### src/rtl/fifo_drain_arbiter_pkg.sv
// Shared types and constants for the fifo drain arbiter.
package fifo_drain_arbiter_pkg;

  localparam int unsigned DATA_WIDTH = 6;
  localparam int unsigned NUM_FIFO   = 4;
  localparam int unsigned IDX_W      = 2;
  localparam int unsigned DEST_MSB   = DATA_WIDTH - 1;
  localparam int unsigned DEST_LSB   = DATA_WIDTH - 2;

  typedef enum logic [1:0] {
    ST_INIT   = 2'd0,
    ST_IDLE   = 2'd1,
    ST_ACTIVE = 2'd2
  } state_e;

  // Word popped last cycle whose data is arriving from the source fifo now.
  typedef struct packed {
    logic             valid;
    logic [IDX_W-1:0] src;
  } inflight_t;

  function automatic logic [NUM_FIFO-1:0] onehot(input logic [IDX_W-1:0] idx);
    onehot = NUM_FIFO'(1) << idx;
  endfunction

endpackage

### src/rtl/fifo_drain_arbiter_if.sv
// Source-bank / destination-bank signal bundle for the drain arbiter.
interface fifo_drain_arbiter_if;
  import fifo_drain_arbiter_pkg::*;

  logic [NUM_FIFO-1:0]            Fifo_Empty;
  logic [NUM_FIFO*DATA_WIDTH-1:0] Fifo_Data_in;
  logic [NUM_FIFO-1:0]            Pausa_in;
  logic [NUM_FIFO-1:0]            Fifo_Full_in;
  logic [NUM_FIFO-1:0]            pop;
  logic [NUM_FIFO-1:0]            push;
  logic [DATA_WIDTH-1:0]          Data_out;
  logic                           Idle;
  logic                           Error_Arb;

  modport master (
    input  Fifo_Empty, Fifo_Data_in, Pausa_in, Fifo_Full_in,
    output pop, push, Data_out, Idle, Error_Arb
  );

  modport slave (
    output Fifo_Empty, Fifo_Data_in, Pausa_in, Fifo_Full_in,
    input  pop, push, Data_out, Idle, Error_Arb
  );
endinterface

### src/rtl/fifo_drain_arbiter_rr_grant.sv
// Request vector to single grant. RR_ARB_EN: round-robin from ptr; otherwise
// fixed priority with fifo 0 highest.
module fifo_drain_arbiter_rr_grant
  import fifo_drain_arbiter_pkg::*;
(
`ifdef RR_ARB_EN
  input  logic [IDX_W-1:0]    ptr,
`endif
  input  logic [NUM_FIFO-1:0] req,
  output logic                grant_v,
  output logic [IDX_W-1:0]    grant_idx
);

  // Scan from lowest priority to highest so the last hit wins.
  always_comb begin
    grant_v   = 1'b0;
    grant_idx = '0;
`ifdef RR_ARB_EN
    for (int k = NUM_FIFO - 1; k >= 0; k--) begin
      if (req[IDX_W'(ptr + IDX_W'(k))]) begin
        grant_v   = 1'b1;
        grant_idx = IDX_W'(ptr + IDX_W'(k));
      end
    end
`else
    for (int k = NUM_FIFO - 1; k >= 0; k--) begin
      if (req[k]) begin
        grant_v   = 1'b1;
        grant_idx = IDX_W'(k);
      end
    end
`endif
  end

endmodule

### src/rtl/fifo_drain_arbiter.sv
// Drains a bank of source fifos one word per cycle and routes each word to the
// destination fifo named by its top two bits. Macro RR_ARB_EN selects round-robin.
module fifo_drain_arbiter
  import fifo_drain_arbiter_pkg::*;
(
  input  logic          clk,
  input  logic          reset,
  fifo_drain_arbiter_if.master bus
);

  state_e                state;
  state_e                state_next;
  inflight_t             infl_q;
  logic [DATA_WIDTH-1:0] hold_q;
  logic                  idle_q;

  logic                  grant_v;
  logic [IDX_W-1:0]      grant_idx;
  logic                  any_req_c;
  logic                  pausa_c;
  logic                  pop_en_c;
  logic                  push_v_c;
  logic                  drop_c;
  logic [DATA_WIDTH-1:0] word_c;
  logic [1:0]            dest_c;

  logic [NUM_FIFO-1:0]   pop_c;
  logic [NUM_FIFO-1:0]   push_c;
  logic [DATA_WIDTH-1:0] data_c;
  logic                  err_c;

  assign any_req_c = ~&bus.Fifo_Empty;
  assign pausa_c   = |bus.Pausa_in;
  assign word_c    = bus.Fifo_Data_in[DATA_WIDTH*infl_q.src +: DATA_WIDTH];
  assign dest_c    = word_c[DEST_MSB:DEST_LSB];

  // Any almost-full stalls every pop; the spare slot absorbs the in-flight word.
  assign pop_en_c = ~reset & grant_v & ~pausa_c &
                    ((state == ST_IDLE) || (state == ST_ACTIVE));
  assign push_v_c = ~reset & infl_q.valid & ~bus.Fifo_Full_in[dest_c];
  assign drop_c   = ~reset & infl_q.valid &  bus.Fifo_Full_in[dest_c];

`ifdef RR_ARB_EN
  logic [IDX_W-1:0] ptr_q;

  always_ff @(posedge clk) begin
    if (reset)         ptr_q <= '0;
    else if (pop_en_c) ptr_q <= IDX_W'(grant_idx + 1'b1);
  end

  fifo_drain_arbiter_rr_grant u_grant (
    .ptr       (ptr_q),
    .req       (~bus.Fifo_Empty),
    .grant_v   (grant_v),
    .grant_idx (grant_idx)
  );
`else
  fifo_drain_arbiter_rr_grant u_grant (
    .req       (~bus.Fifo_Empty),
    .grant_v   (grant_v),
    .grant_idx (grant_idx)
  );
`endif

  always_ff @(posedge clk) begin
    if (reset) state <= ST_INIT;
    else       state <= state_next;
  end

  always_comb begin
    state_next = state;
    case (state)
      ST_INIT:   state_next = ST_IDLE;
      ST_IDLE:   if (pop_en_c) state_next = ST_ACTIVE;
      ST_ACTIVE: if (!any_req_c && !infl_q.valid) state_next = ST_IDLE;
      default:   state_next = ST_INIT;
    endcase
  end

  always_comb begin
    pop_c  = '0;
    push_c = '0;
    data_c = hold_q;
    err_c  = drop_c;
    if (pop_en_c) pop_c = onehot(grant_idx);
    if (push_v_c) begin
      push_c = onehot(dest_c);
      data_c = word_c;
    end
  end

  // In-flight tracking, last-pushed word and registered Idle flag.
  always_ff @(posedge clk) begin
    if (reset) begin
      infl_q <= '0;
      hold_q <= '0;
      idle_q <= 1'b0;
    end else begin
      infl_q.valid <= pop_en_c;
      infl_q.src   <= grant_idx;
      if (push_v_c) hold_q <= word_c;
      idle_q <= (state_next == ST_IDLE);
    end
  end

  assign bus.pop       = pop_c;
  assign bus.push      = push_c;
  assign bus.Data_out  = data_c;
  assign bus.Error_Arb = err_c;
  assign bus.Idle      = idle_q;

endmodule
### src/flat_wrapper.sv
// flat-port wrapper written by rule: the top's interface ports become plain ports
module fifo_drain_arbiter_flat import fifo_drain_arbiter_pkg::*;
  (clk, reset, bus_Fifo_Empty, bus_Fifo_Data_in, bus_Pausa_in, bus_Fifo_Full_in, bus_pop, bus_push, bus_Data_out, bus_Idle, bus_Error_Arb);
  fifo_drain_arbiter_if bus_i ();
  input  logic clk;
  input  logic reset;
  input wire logic [$bits(bus_i.Fifo_Empty)-1:0] bus_Fifo_Empty;
  input wire logic [$bits(bus_i.Fifo_Data_in)-1:0] bus_Fifo_Data_in;
  input wire logic [$bits(bus_i.Pausa_in)-1:0] bus_Pausa_in;
  input wire logic [$bits(bus_i.Fifo_Full_in)-1:0] bus_Fifo_Full_in;
  output wire logic [$bits(bus_i.pop)-1:0] bus_pop;
  output wire logic [$bits(bus_i.push)-1:0] bus_push;
  output wire logic [$bits(bus_i.Data_out)-1:0] bus_Data_out;
  output wire logic [$bits(bus_i.Idle)-1:0] bus_Idle;
  output wire logic [$bits(bus_i.Error_Arb)-1:0] bus_Error_Arb;
  assign bus_i.Fifo_Empty = bus_Fifo_Empty;
  assign bus_i.Fifo_Data_in = bus_Fifo_Data_in;
  assign bus_i.Pausa_in = bus_Pausa_in;
  assign bus_i.Fifo_Full_in = bus_Fifo_Full_in;
  assign bus_pop = bus_i.pop;
  assign bus_push = bus_i.push;
  assign bus_Data_out = bus_i.Data_out;
  assign bus_Idle = bus_i.Idle;
  assign bus_Error_Arb = bus_i.Error_Arb;
  fifo_drain_arbiter u_core (.clk(clk), .reset(reset), .bus(bus_i));
endmodule
### config.mk
export PLATFORM = sky130hd
export DESIGN_NAME = fifo_drain_arbiter_flat
export DESIGN_NICKNAME = d
export VERILOG_FILES = /design/src/rtl/fifo_drain_arbiter_pkg.sv /design/src/rtl/fifo_drain_arbiter_if.sv /design/src/rtl/fifo_drain_arbiter_rr_grant.sv /design/src/rtl/fifo_drain_arbiter.sv /design/src/flat_wrapper.sv
export SDC_FILE = /design/constraint.sdc
export NUM_CORES = 1
export LEC_CHECK = 0
export ABC_AREA = 1
export CAP_MARGIN = 20
export CORE_MARGIN = 2
export CORE_UTILIZATION = 34
export DETAILED_ROUTE_END_ITERATION = 8
export PLACE_DENSITY = 0.75
export SYNTH_ARGS = -nofsm -noshare
export SYNTH_HDL_FRONTEND = slang
export SYNTH_SLANG_ARGS = --single-unit
export TNS_END_PERCENT = 20
### constraint.sdc
create_clock -name clk -period 1.31 [get_ports clk]
set_input_delay 0.262 -clock clk [delete_from_list [all_inputs] [get_ports clk]]
set_output_delay 0.262 -clock clk [all_outputs]
set_load 0.03 [all_outputs]
==> key figures <==
Run status
  • Status: complete, but fails checks
  • Failing checks: negative setup slack

Detailed routing
  • DR iter-0 viols: 37
  • Pre-antenna DRT Iters: 4
  • Vias per cell: 4.69
  • Vias: 1300
  • Total wire length: 3080 microns
  • Antenna viol nets, final: 0
  • DR DRC count: 0
  • WL/cell: 11.1 microns

Min path
  • Hold path start: u_core.hold_q[5]
  • Hold Path Cell Cnt: 2
  • HP Class: reg -> reg
  • WHS Endpoint: u_core.hold_q[5]

Global route
  • Largest net degree at the start of global routing: 10
  • Global-route wire length before repair: 5210 microns
  • Gr ovfl total: 0
  • Vias in the first global route: 1311
  • GRT Total Usage: 19.7%
  • Initial antenna violation count: 0

Clock network
  • Clock slew at reported path FFs: 0.08 ns
  • Sink Count: 12
  • Clock tree from TritonCTS: built
  • Clock Path Buffers: 2
  • CTS buffer count: 3
  • H-tree depth: 1
  • CTS root buf: clkbuf_4
  • Clock Latency Late Sink: 0.27 ns

Critical path
  • Worst r2r src: u_core.infl_q[0]
  • Setup CP Type: in -> out
  • R2R cell count: 15
  • Critical Path End Type: output pin
  • R2R Path End: u_core.hold_q[4]
  • Crit path DAT: 1.70 ns
  • Req. time, crit path: 1.05 ns
  • CP startpoint kind: input port
  • CP max FO: 7
  • R2R setup slack: -0.63 ns

Place
  • Placed insts: 264
  • DP Wirelength: 2360 microns
  • Pre-CTS setup slack: -0.673 ns
  • I/O Buffers: 53
  • Area post-placement: 1740 sq um
  • RD Place Congestion: 0.834

Layout
  • Finished Layout Cells: 277
  • Final nets: 289
  • N_diodes: 0
  • Layout cells sized above 1: 37.4%
  • P&R area growth vs syn: 102%
  • Filler cells: 216
  • Finished Cell Area: 1950 sq um

STA
  • Clk_skew: 0.00585 ns
  • Final hold violation count: 0
  • Fin. max-slew vios: 0
  • Worst-margin pin slew: 0.303 ns
  • Final setup vio count: 24
  • Period utilization: 150%
  • Max Freq: 510 MHz
  • Post-layout min period: 1.96 ns
  • Slew HR: 79.8%
  • Fin worst setup slack: -0.651 ns
  • RSZ-0062 raised after global routing: true
  • Worst hold slack: 0.485 ns

Power and ir drop
  • Cell leakage power: 0.983 nW
  • VDD IR-drop max: 564 uV
  • Final Total Pwr: 1.06 mW
  • Pwr/cell area: 542 nW/um^2

Floorplan
  • Core Box Area: 2730 sq um
  • Initial Utilization: 35.4%
  • Row count: 19
  • Top Ports: 54
  • Die area: 3290 sq um
  • DIE HEIGHT: 57.4 microns
  • Die X: 57.4 microns

Synthesis
  • Net Count, Synth: 199
  • Synthesized area: 968 sq um
  • Synth Register Bits: 12
  • Mapped Avg Cell Area: 6.17 sq um
  • Post-synthesis cell count: 157
  • YS warnings: 0
  • Distinct cells, synth: 23
  • Sequential share of the synthesized area: 24.8%

Flow run
  • Max Cap Violations: 0
[registers in the layout, indices dropped and copies added, names as in the netlist]
name	flops
u_core.hold_q	6
u_core.bus.Idle	1
u_core.state	2
u_core.infl_q	3
[routing by layer]
layer	GRT usage [%]	share of wire (%)
met5	0	0
met4	5.65	1.4
met3	2.95	4.5
met2	40.7	56
met1	19.5	38
[area by class of cell]
cell class / instances / area [sq um] / area share, %
clock buffers: 4 / 36.3 / 1.86
repair buffers: 88 / 800 / 40.9
flip-flops and latches: 12 / 248 / 12.7
inverters: 29 / 116 / 5.96
multi-input cells: 113 / 714 / 36.6
well taps: 31 / 38.8 / 1.99
[cells by family after synthesis]
family / count (synthesis) / share of synthesized area, %
buffers and inverters: 32 / 14.2
AO/OA/AOI/OAI: 15 / 8.14
AND/OR/NAND/NOR: 94 / 47.7
adder cells (fa/ha/maj): 4 / 5.17
flip-flops: 12 / 24.8
[metrics by stage]
stage,util (%),TNS [ns]
2_1_floorplan,-,-4.84
3_3_place_gp,63.6,-10.13
3_5_place_dp,63.6,-11.77
4_1_cts,70.7,-9.39
5_1_grt,71.4,-12.02
6_report,71.4,-9.88
[cells in the final DEF (no fill, tap or decap), types with 2 or more instances in the layout]
cell type,count
inv_2,4
nor3_4,2
nand2_1,36
clkbuf_4,3
o21ai_0,6
inv_1,24
nand3_2,2
nor2_1,15
clkdlybuf4s50_1,34
nand3_1,7
nand4_1,6
buf_6,13
dfxtp_1,8
nand3_4,5
dlygate4sd2_1,4
nand3b_1,2
nor2_2,2
a21oi_1,6
nand2_2,9
dfxtp_2,3
buf_4,37
nand2_4,4
ha_1,3
nor3_2,3
[critical path, cell delays in order]
cell and delay [ns]:
clkdlybuf4s50_1 0.48, nand2_2 0.06, nand3_4 0.12, nand2_4 0.07
nand2_2 0.07, nand2_2 0.06, nand2_4 0.09, nand3_4 0.12
nand2_2 0.09, nand2_1 0.07, inv_1 0.08, buf_6 0.13
[power by group]
part           total, mW  internal, mW  switching, mW
clock              0.287         0.169          0.119
combinational      0.387         0.212          0.176
sequential         0.384         0.374         0.0100
[worst max-delay path by stage]
stage,cells past startpoint,slack [ns],startpoint,to
after floorplan,10,-0.39,u_core.infl_q[0],bus_push[1]
after global placement,8,-0.60,bus_Fifo_Data_in[4],bus_push[2]
after detailed placement,8,-0.67,bus_Fifo_Data_in[4],bus_push[2]
after CTS,11,-0.63,u_core.infl_q[0],bus_Data_out[3]
after global routing,15,-0.74,u_core.infl_q[0],u_core.hold_q[4]
final,12,-0.65,bus_Fifo_Data_in[10],bus_Data_out[3]
[synth_stat cells]
library cell	count	area (sq um)
a21oi_1	7	35.0
nand2_4	2	22.5
buf_2	1	5.00
ha_1	4	50.1
nand3_4	2	35.0
nand2_2	4	25.0
and2_1	1	6.26
a21boi_0	1	7.51
nand3_1	10	50.1
inv_2	1	3.75
nand3b_1	2	15.0
o21ai_0	6	30.0
nor2_1	17	63.8
nand3_2	2	20.0
dfxtp_1	12	240
nand4_1	6	37.5
nand2_1	43	161
inv_1	27	101
nor3_1	5	25.0
a31oi_1	1	6.26
buf_4	1	7.51
buf_6	1	11.3
inv_6	1	8.76
[repair_timing]
item,4_1_cts,5_1_grt
pin swaps,10,8
setup endpoints to repair,25,24
resized for setup,32,6
setup buffers,9,1
hold buffers,0,0
No activity file was read; power rests on OpenSTA's default activity.
